<file path="config.mk">
export PLATFORM = sky130hd
export DESIGN_NAME = bypass_fifo_n
export DESIGN_NICKNAME = d
export VERILOG_FILES = /design/src/rtl/bypass_fifo_n_pkg.sv /design/src/rtl/bypass_fifo_n_ptr_wrap.sv /design/src/rtl/bypass_fifo_n.sv
export SDC_FILE = /design/constraint.sdc
export NUM_CORES = 1
export LEC_CHECK = 0
export CORE_AREA = 3 3 40 42
export CTS_CLUSTER_DIAMETER = 40
export DETAILED_ROUTE_END_ITERATION = 12
export DIE_AREA = 0 0 43 45
export SETUP_SLACK_MARGIN = 0.4
export SLEW_MARGIN = 30
export SYNTH_ARGS = -nofsm -noshare
export SYNTH_HDL_FRONTEND = slang
export SYNTH_HIERARCHICAL = 1
export SYNTH_SLANG_ARGS = --single-unit
</file>
<file path="constraint.sdc">
create_clock -name CLK -period 1.8 [get_ports CLK]
set_input_delay 0.36 -clock CLK [delete_from_list [all_inputs] [get_ports CLK]]
set_output_delay 0.36 -clock CLK [all_outputs]
set_load 0.01 [all_outputs]
</file>
<file path="src/rtl/bypass_fifo_n_pkg.sv">
// Shared sizing helpers for the bypass FIFO and its pointer sub-module.
package bypass_fifo_n_pkg;

  localparam int MIN_PTR_W = 1;

  // Constant-evaluated ceil(log2(value)); clog2(1) = 0.
  function automatic int clog2(input int value);
    int result;
    result = 0;
    for (int v = value - 1; v > 0; v = v >> 1) result++;
    return result;
  endfunction

  function automatic int ptr_width(input int depth);
    return (clog2(depth) < MIN_PTR_W) ? MIN_PTR_W : clog2(depth);
  endfunction

endpackage

</file>
<file path="src/rtl/bypass_fifo_n_ptr_wrap.sv">
// Circular-buffer pointer: increments modulo DEPTH with an explicit wrap,
// so DEPTH need not be a power of two.
module fifo_ptr_wrap
  import bypass_fifo_n_pkg::*;
#(
  parameter int DEPTH = 2,
  parameter int PTR_W = ptr_width(DEPTH)
) (
  input  logic             clk,
  input  logic             rst,
  input  logic             inc,
  output logic [PTR_W-1:0] ptr
);

  localparam logic [PTR_W-1:0] LAST = PTR_W'(DEPTH - 1);

  logic [PTR_W-1:0] ptr_q;
  logic [PTR_W-1:0] ptr_d;

  // NOTE: ptr_d is assigned its hold value first, so no path leaves it unassigned and no latch is inferred.
  always_comb begin
    ptr_d = ptr_q;
    if (inc) ptr_d = (ptr_q == LAST) ? '0 : ptr_q + PTR_W'(1);
  end

  // NOTE: state registers use non-blocking assignments so every flop samples pre-edge values.
  always_ff @(posedge clk or posedge rst) begin
    if (rst) ptr_q <= '0;
    else     ptr_q <= ptr_d;
  end

  assign ptr = ptr_q;

endmodule

</file>
<file path="src/rtl/bypass_fifo_n.sv">
// DEPTH-entry FIFO with optional empty-bypass, occupancy count, sticky
// overflow/underflow flags and per-round consumed tracking.
module bypass_fifo_n
  import bypass_fifo_n_pkg::*;
#(
  parameter int WIDTH  = 1,
  parameter int DEPTH  = 2,
  parameter int BYPASS = 1
) (
  input  logic                        CLK,
  input  logic                        RST,
  input  logic                        ENQ,
  input  logic [WIDTH-1:0]            ENQ_VALUE,
  output logic                        NOT_FULL,
  input  logic                        DEQ,
  output logic [WIDTH-1:0]            DEQ_VALUE,
  output logic                        NOT_EMPTY,
  output logic [clog2(DEPTH+1)-1:0]   COUNT,
  input  logic                        RESET,
  output logic                        CONSUMED_BEFORE,
  output logic                        CONSUMED,
  output logic                        OVERFLOW,
  output logic                        UNDERFLOW
);

  localparam int               CNT_W    = clog2(DEPTH + 1);
  localparam int               PTR_W    = ptr_width(DEPTH);
  localparam logic [CNT_W-1:0] FULL_CNT = CNT_W'(DEPTH);
  localparam bit               BYP      = (BYPASS != 0);

  logic [WIDTH-1:0] mem_q [DEPTH];
  logic [PTR_W-1:0] head, tail;
  logic [CNT_W-1:0] count_q, count_d;
  logic             consumed_q, consumed_d;
  logic             overflow_q, overflow_d;
  logic             underflow_q, underflow_d;
  logic             empty, full, not_empty;
  logic             enq_ok, deq_ok, pass, wr, rd;

  always_comb begin
    empty     = (count_q == '0);
    full      = (count_q == FULL_CNT);
    not_empty = !empty || (BYP && ENQ);
    enq_ok    = ENQ && !full;
    deq_ok    = DEQ && not_empty;
    // An empty bypass FIFO hands ENQ_VALUE straight through without storing it.
    pass      = BYP && empty && enq_ok && deq_ok;
    wr        = enq_ok && !pass;
    rd        = deq_ok && !pass;

    count_d = count_q;
    if (wr && !rd)      count_d = count_q + CNT_W'(1);
    else if (rd && !wr) count_d = count_q - CNT_W'(1);

    consumed_d  = RESET ? 1'b0 : (ENQ ? 1'b1 : consumed_q);
    overflow_d  = overflow_q  || (ENQ && full);
    underflow_d = underflow_q || (DEQ && !not_empty);
  end

  always_ff @(posedge CLK or posedge RST) begin
    if (RST) begin
      count_q     <= '0;
      consumed_q  <= 1'b0;
      overflow_q  <= 1'b0;
      underflow_q <= 1'b0;
    end else begin
      count_q     <= count_d;
      consumed_q  <= consumed_d;
      overflow_q  <= overflow_d;
      underflow_q <= underflow_d;
    end
  end

  // NOTE: storage has no reset; COUNT alone decides validity, so stale entries are never observed.
  always_ff @(posedge CLK) begin
    if (wr) mem_q[tail] <= ENQ_VALUE;
  end

  fifo_ptr_wrap #(.DEPTH(DEPTH), .PTR_W(PTR_W)) u_head (
    .clk (CLK),
    .rst (RST),
    .inc (rd),
    .ptr (head)
  );

  fifo_ptr_wrap #(.DEPTH(DEPTH), .PTR_W(PTR_W)) u_tail (
    .clk (CLK),
    .rst (RST),
    .inc (wr),
    .ptr (tail)
  );

  assign NOT_FULL        = !full;
  assign NOT_EMPTY       = not_empty;
  assign DEQ_VALUE       = (BYP && empty) ? ENQ_VALUE : mem_q[head];
  assign COUNT           = count_q;
  assign CONSUMED_BEFORE = consumed_q;
  assign CONSUMED        = ENQ || consumed_q;
  assign OVERFLOW        = overflow_q;
  assign UNDERFLOW       = underflow_q;

endmodule

</file>
==> out/results.tsv, run 1 <==
metric	value	unit
grt_pass1_wl	1.74	mm
grt_overflow_total	0	
n_antenna_cell	0	
synthTopCellsByArea	dfrtp_1 36%, edfxtp_1 12%, xor2_1 5.5%	
ys_ff_latch	9	
syn_area	482	um2
finish.net_count	72	
async_flop_share	0.778	
hp-class	input port to asynchronous set/reset pin	
finalWirelength	1.10	mm
grt_max_degree	11	
antenna_found_initial	0	
multi_input_area	215	um2
hold_viol_final	0	
cp_slowest_stage_delay	350	ps
cts.sinks	9	
htree_num_levels	1	
tightest_slew	286	ps
grtUsageTotal	0.122	
synth_area_leader_cell	dfrtp_1	
crit_fanout	2	
fin_crit	1680	ps
first_global_vias	383	
yosys.area.top_type_share	0.364	
cts_hold_buffers	0	
yosys_warnings	6	
dr.pass1.iters	4	
fill_cells	128	
drt_iter0_markers	1	
syn_avg_cell_area	11.5	um2
vias_per_cell	4.83	
fin_worst_skew	3.10	ps
place_congestion	0.763	
drc	0	
clk_latency	260	ps
synth_flop_cell	dfrtp_1	
synth.net_count	48	
cts_tree	yes	
clockBufferDepth	2	
cp-start-kind	flip-flop	
cts_made_buffers	3	
stdcell_count	80	
outcome	complete, no violations	
portBuffers	14	
ir_worst_vdd	0.548	mV
fp.dieH	45	um
cp_top_family	multiplexers	
synth_edf_count	2	
dr_total_vias	386	
drive_above_1_share	0.385	
hpwl	842	um
fp-row-count	13	
tns	0	ps
chipWidth	43	um
fmax	594	MHz
period_share	0.935	
synth_common_cells	7 x dfrtp_1, 6 x inv_1, 3 x nor2_1, 3 x xor2_1	
syn_to_final_growth	49.9	%
clk_pin_slew	60	ps
cp-end-kind	output port	
critPathRequiredTime	1440	ps
io_pins	15	
critPathBufInv	1	
yosysMostFrequentCell	dfrtp_1	
path_cells	mux2_2 -> mux2_4 -> buf_6	
wl_per_cell	13.8	um
ys_types	22	
critical_path_arrival	1320	ps
power.density	1370	mW/mm2
dieArea	0.00194	mm2
final_area	722	um2
critical_path_class	flip-flop to output port	
yosysSeqAreaShare	0.488	
ant_nets	0	
fin_hold_ws	304	ps
slowest_stage	dfrtp_1	
p_leak	0.346	nW
rsz0062_at_grt	yes	
cap_violations	0	
finalSetupViolCount	0	
placed_cells	72	
core	0.00128	mm2
drv_slew	0	
placed_area	647	um2
synth_cells	42	
start_util	0.375	
seq_area	235	um2
relSlewSlack	0.809	
root_buffer	clkbuf_4	
[sequential cells by signal, indices dropped and copies added (netlist names)]
register,cells
CONSUMED_BEFORE,1
COUNT,2
OVERFLOW,1
UNDERFLOW,1
mem_q,2
u_head/ptr,1
u_tail/ptr,1
[per-stage QoR]
step	total power [mW]	setup WS [ps]	util
floorplan	0.577	401	-
global placement	0.733	-194	0.503
detailed placement	0.754	-216	0.503
CTS	0.929	104	0.534
global route	1.05	83.6	0.562
finish	0.991	116	0.562
[layer usage]
metal  share of wire  vias up  routed length, um  global-route usage
met5               0        -                  0                   0
met4               0        0                  0              0.0542
met3           0.060        0                 66              0.0279
met2            0.54       11                596               0.222
met1            0.40      188                437               0.137
li1                -      187                  -                   -
[cell families (layout without fill, tap and decap cells)]
logic type,Yosys count,in the layout,share of synthesized area
xor gates and xnor gates,3,3,0.0546
DFF,9,9,0.488
buffers and inverters,9,32,0.104
muxes,2,2,0.0467
and+or+nand+nor,11,11,0.153
AOI/OAI and AO/OA,8,8,0.153
[layout make-up]
cell class              instances  share of cell area
well taps                      15              0.0260
multi-input cells              24               0.298
repair buffers                 22               0.282
clock buffers                   4              0.0364
inverters                       6              0.0312
flip-flops and latches          9               0.326
[where the power goes]
part / internal, mW / total [mW] / switching [mW]
sequential: 0.274 / 0.319 / 0.0446
combinational: 0.306 / 0.514 / 0.209
clock: 0.0855 / 0.158 / 0.0724
total: 0.665 / 0.991 / 0.326
[placed cells by master, fill, tap and decap left out, drive strengths merged]
cell type / synthesis / routed
a21oi: 1 / 1
a22oi: 1 / 1
a311o: 1 / 1
buf: 3 / 13
clkbuf: 0 / 4
clkdlybuf4s50: 0 / 4
dfrtp: 7 / 7
dlygate4sd2: 0 / 5
edfxtp: 2 / 2
inv: 6 / 6
mux2: 2 / 2
nand2b: 2 / 2
nor2: 3 / 3
nor2b: 1 / 1
nor3b: 1 / 1
nor4bb: 1 / 1
o211a: 2 / 2
o21a: 1 / 1
o21bai: 2 / 2
or2: 1 / 1
or3: 1 / 1
or3b: 1 / 1
xor2: 3 / 3
[what timing repair did]
action                     CTS  global route
setup endpoints to repair    9             6
buffers inserted             2             2
gates resized for setup     27             8
pin swaps                    1             1
[path summary, 6_finish.rpt]
check | start | to | slack [ps] | depth (start not counted)
max | u_head/ptr | DEQ_VALUE | 120 | 3
min | RST | u_head/ptr | 300 | 2
max reg2reg | COUNT[1] | COUNT[0] | 460 | 4
min reg2reg | UNDERFLOW | UNDERFLOW | 490 | 1
max in group asynchronous | RST | COUNT[0] | 1250 | 2
min in group CLK | UNDERFLOW | UNDERFLOW | 490 | 1
[worst register-to-register path: stages (launching register included)]
cell and delay (ps):
dfrtp_1 420, buf_4 150, buf_4 150, or3b_1 380, a22oi_2 160
No activity file was read; power rests on OpenSTA's default activity.
==> run 2: changes to the inputs <==
- SYNTH_HIERARCHICAL: 1 -> not set
==> out/results.tsv, run 2 <==
metric	value	unit	change
cts_hold_buffers	0		unchanged
fmax	590	MHz	-0.60%
rsz0062_at_grt	yes		
crit_fanout	2		unchanged
finalWirelength	1.10	mm	about the same
placed_area	664	um2	+2.7%
yosysMostFrequentCell	dfrtp_1		
fp-row-count	13		unchanged
finalPower	1.18	mW	+19%
yosys.area.top_type_share	0.376		+0.0127
io_pins	15		unchanged
grt_max_degree	10		-1
relSlewSlack	0.806		-0.00298
drive_above_1_share	0.458		+0.0737
p_leak	0.349	nW	+0.87%
hp-class	input port to asynchronous set/reset pin		
cp-start-kind	flip-flop		
crit_path_frequent_cell	mux2_4		
critical_path_class	flip-flop to output port		
syn_avg_cell_area	11.4	um2	-1.0%
drc	0		unchanged
grtUsageTotal	0.130		+0.00831
cp_slowest_stage_delay	390	ps	+40 ps
fin_hold_ws	343	ps	+38.7 ps
cts_tree	yes		
fin_worst_skew	2.10	ps	-0.998 ps
syn_area	465	um2	-3.4%
cp-end-kind	output port		
post-route-util	0.601		+0.0389
synth_cells	41		-2.4%
path_cells	mux2_4 -> mux2_4 -> buf_6		
yosysSeqAreaShare	0.505		+0.0171
core	0.00128	mm2	unchanged
synth_common_cells	7 x dfrtp_1, 3 x nand2_1, 3 x nor2_1		
async_flop_share	0.778		unchanged
clockBufferDepth	2		unchanged
final_area	772	um2	+6.9%
synth_area_leader_cell	dfrtp_1		
start_util	0.362		-0.0127
finish.net_count	79		+9.7%
power.density	1530	mW/mm2	+11%
chipWidth	43	um	unchanged
fill_cells	115		-10%
root_buffer	clkbuf_4		
multi_input_area	221	um2	+2.9%
n_antenna_cell	0		unchanged
critPathRequiredTime	1440	ps	about the same
dr_total_vias	403		+4.4%
vias_per_cell	4.63		-4.0%
synth.net_count	47		-2.1%
reg2reg_slack	540	ps	+80 ps
synth_flop_cell	dfrtp_1		
ys_types	28		+27%
ir_worst_vdd	0.854	mV	+56%
tns	0	ps	unchanged
clk_pin_slew	60	ps	about the same
grt_overflow_total	0		unchanged
wl_met2	582	um	-2.3%
seq_area	235	um2	unchanged
tightest_slew	291	ps	+5.05 ps
hold_viol_final	0		unchanged
grt_pass1_wl	1.84	mm	+6.0%
drt_iter0_markers	4		+3
critPathBufInv	1		unchanged
dr.pass1.iters	3		-1
cts_made_buffers	3		unchanged
finalSetupViolCount	0		unchanged
portBuffers	14		unchanged
ys_ff_latch	9		unchanged
period_share	0.941		+0.00562
cp_top_family	multiplexers		
syn_to_final_growth	65.9	%	
slowest_stage	dfrtp_1		
cap_violations	0		unchanged
yosys_warnings	0		-6
outcome	complete, no violations		
fp.dieH	45	um	unchanged
final_cell_mix	12 x buf_4, 7 x dfrtp_1, 6 x buf_6, 4 x clkdlybuf4s50_1, 4 x dlygate4sd2_1		
final_common_cell	buf_4		
synth_edf_count	2		unchanged
cts.sinks	9		unchanged
fin_crit	1690	ps	+10.1 ps
antenna_found_initial	0		unchanged
place_congestion	0.726		-4.9%
first_global_vias	424		+11%
synthTopCellsByArea	dfrtp_1 38%, edfxtp_1 13%, a22oi_2 2.7%		
hpwl	734	um	-13%
clk_latency	250	ps	about the same
wl_met3	61	um	-7.6%
wl_met1	449	um	+2.7%
dr.max_layer_used	met4		
drv_slew	0		unchanged
dieArea	0.00194	mm2	unchanged
critical_path_arrival	1330	ps	about the same
ant_nets	0		unchanged
wl_per_cell	12.6	um	-8.1%
htree_num_levels	1		unchanged
run 2: cell count changes in the layout (fill, tap and decap cells not counted), sizes merged, moves of 2 or more:
cell	change
inv	-4
xor2	-2
buf	+9
nand2	+3
o211a	-2
run 2: path summary, 6_finish.rpt:
kind,startpoint,endpoint,cells after the start
worst max-delay path,u_head.ptr,DEQ_VALUE,3
worst min-delay path,RST,OVERFLOW,2
worst max register to register,COUNT[0],COUNT[1],4
worst min register to register,UNDERFLOW,UNDERFLOW,1
max in group asynchronous,RST,CONSUMED_BEFORE,2
min in group CLK,UNDERFLOW,UNDERFLOW,1
run 2: per-stage QoR:
step,cells,setup slack [ps]
after detailed placement,74,-100
final,87,106
after global routing,87,60.0
after global placement,74,-86.8
after CTS,84,97.4
after floorplan,41,423
run 2: kinds of logic (layout without fill, tap and decap cells):
kind of cell	Yosys count	count (layout)	share of synthesized area
AOI/OAI and AO/OA	9	9	0.156
xor gates and xnor gates	2	2	0.0376
buffers and inverters	5	36	0.0672
DFF	9	9	0.505
muxes	2	2	0.0484
and+or+nand+nor	14	14	0.185
run 2: worst register-to-register path: stages, from the launching register on:
cell and delay (ps):
dfrtp_1 410, buf_6 140, buf_4 150, or3b_1 380, o211ai_1 100
run 2: power breakdown:
group          total (mW)  switching, mW  internal (mW)
logic               0.711          0.264          0.447
clock network       0.150         0.0648         0.0851
registers           0.319         0.0435          0.275
total                1.18          0.372          0.807
run 2: final cells by class:
class / instances / area share
inverters: 2 / 0.00972
clock buffers: 4 / 0.0340
repair buffers: 30 / 0.340
multi-input cells: 27 / 0.287
flip-flops and latches: 9 / 0.305
well taps: 15 / 0.0243
run 2: repair_timing:
action,CTS,global route
setup buffers,6,3
gates cloned,0,0
gates resized for setup,31,7
pin swaps,1,1
endpoints found under the setup margin,9,5
run 2: routing by layer:
layer,up-vias,GRT usage
li1,201,-
met1,191,0.139
met2,9,0.237
met3,2,0.0438
met4,0,0.0542
met5,-,0
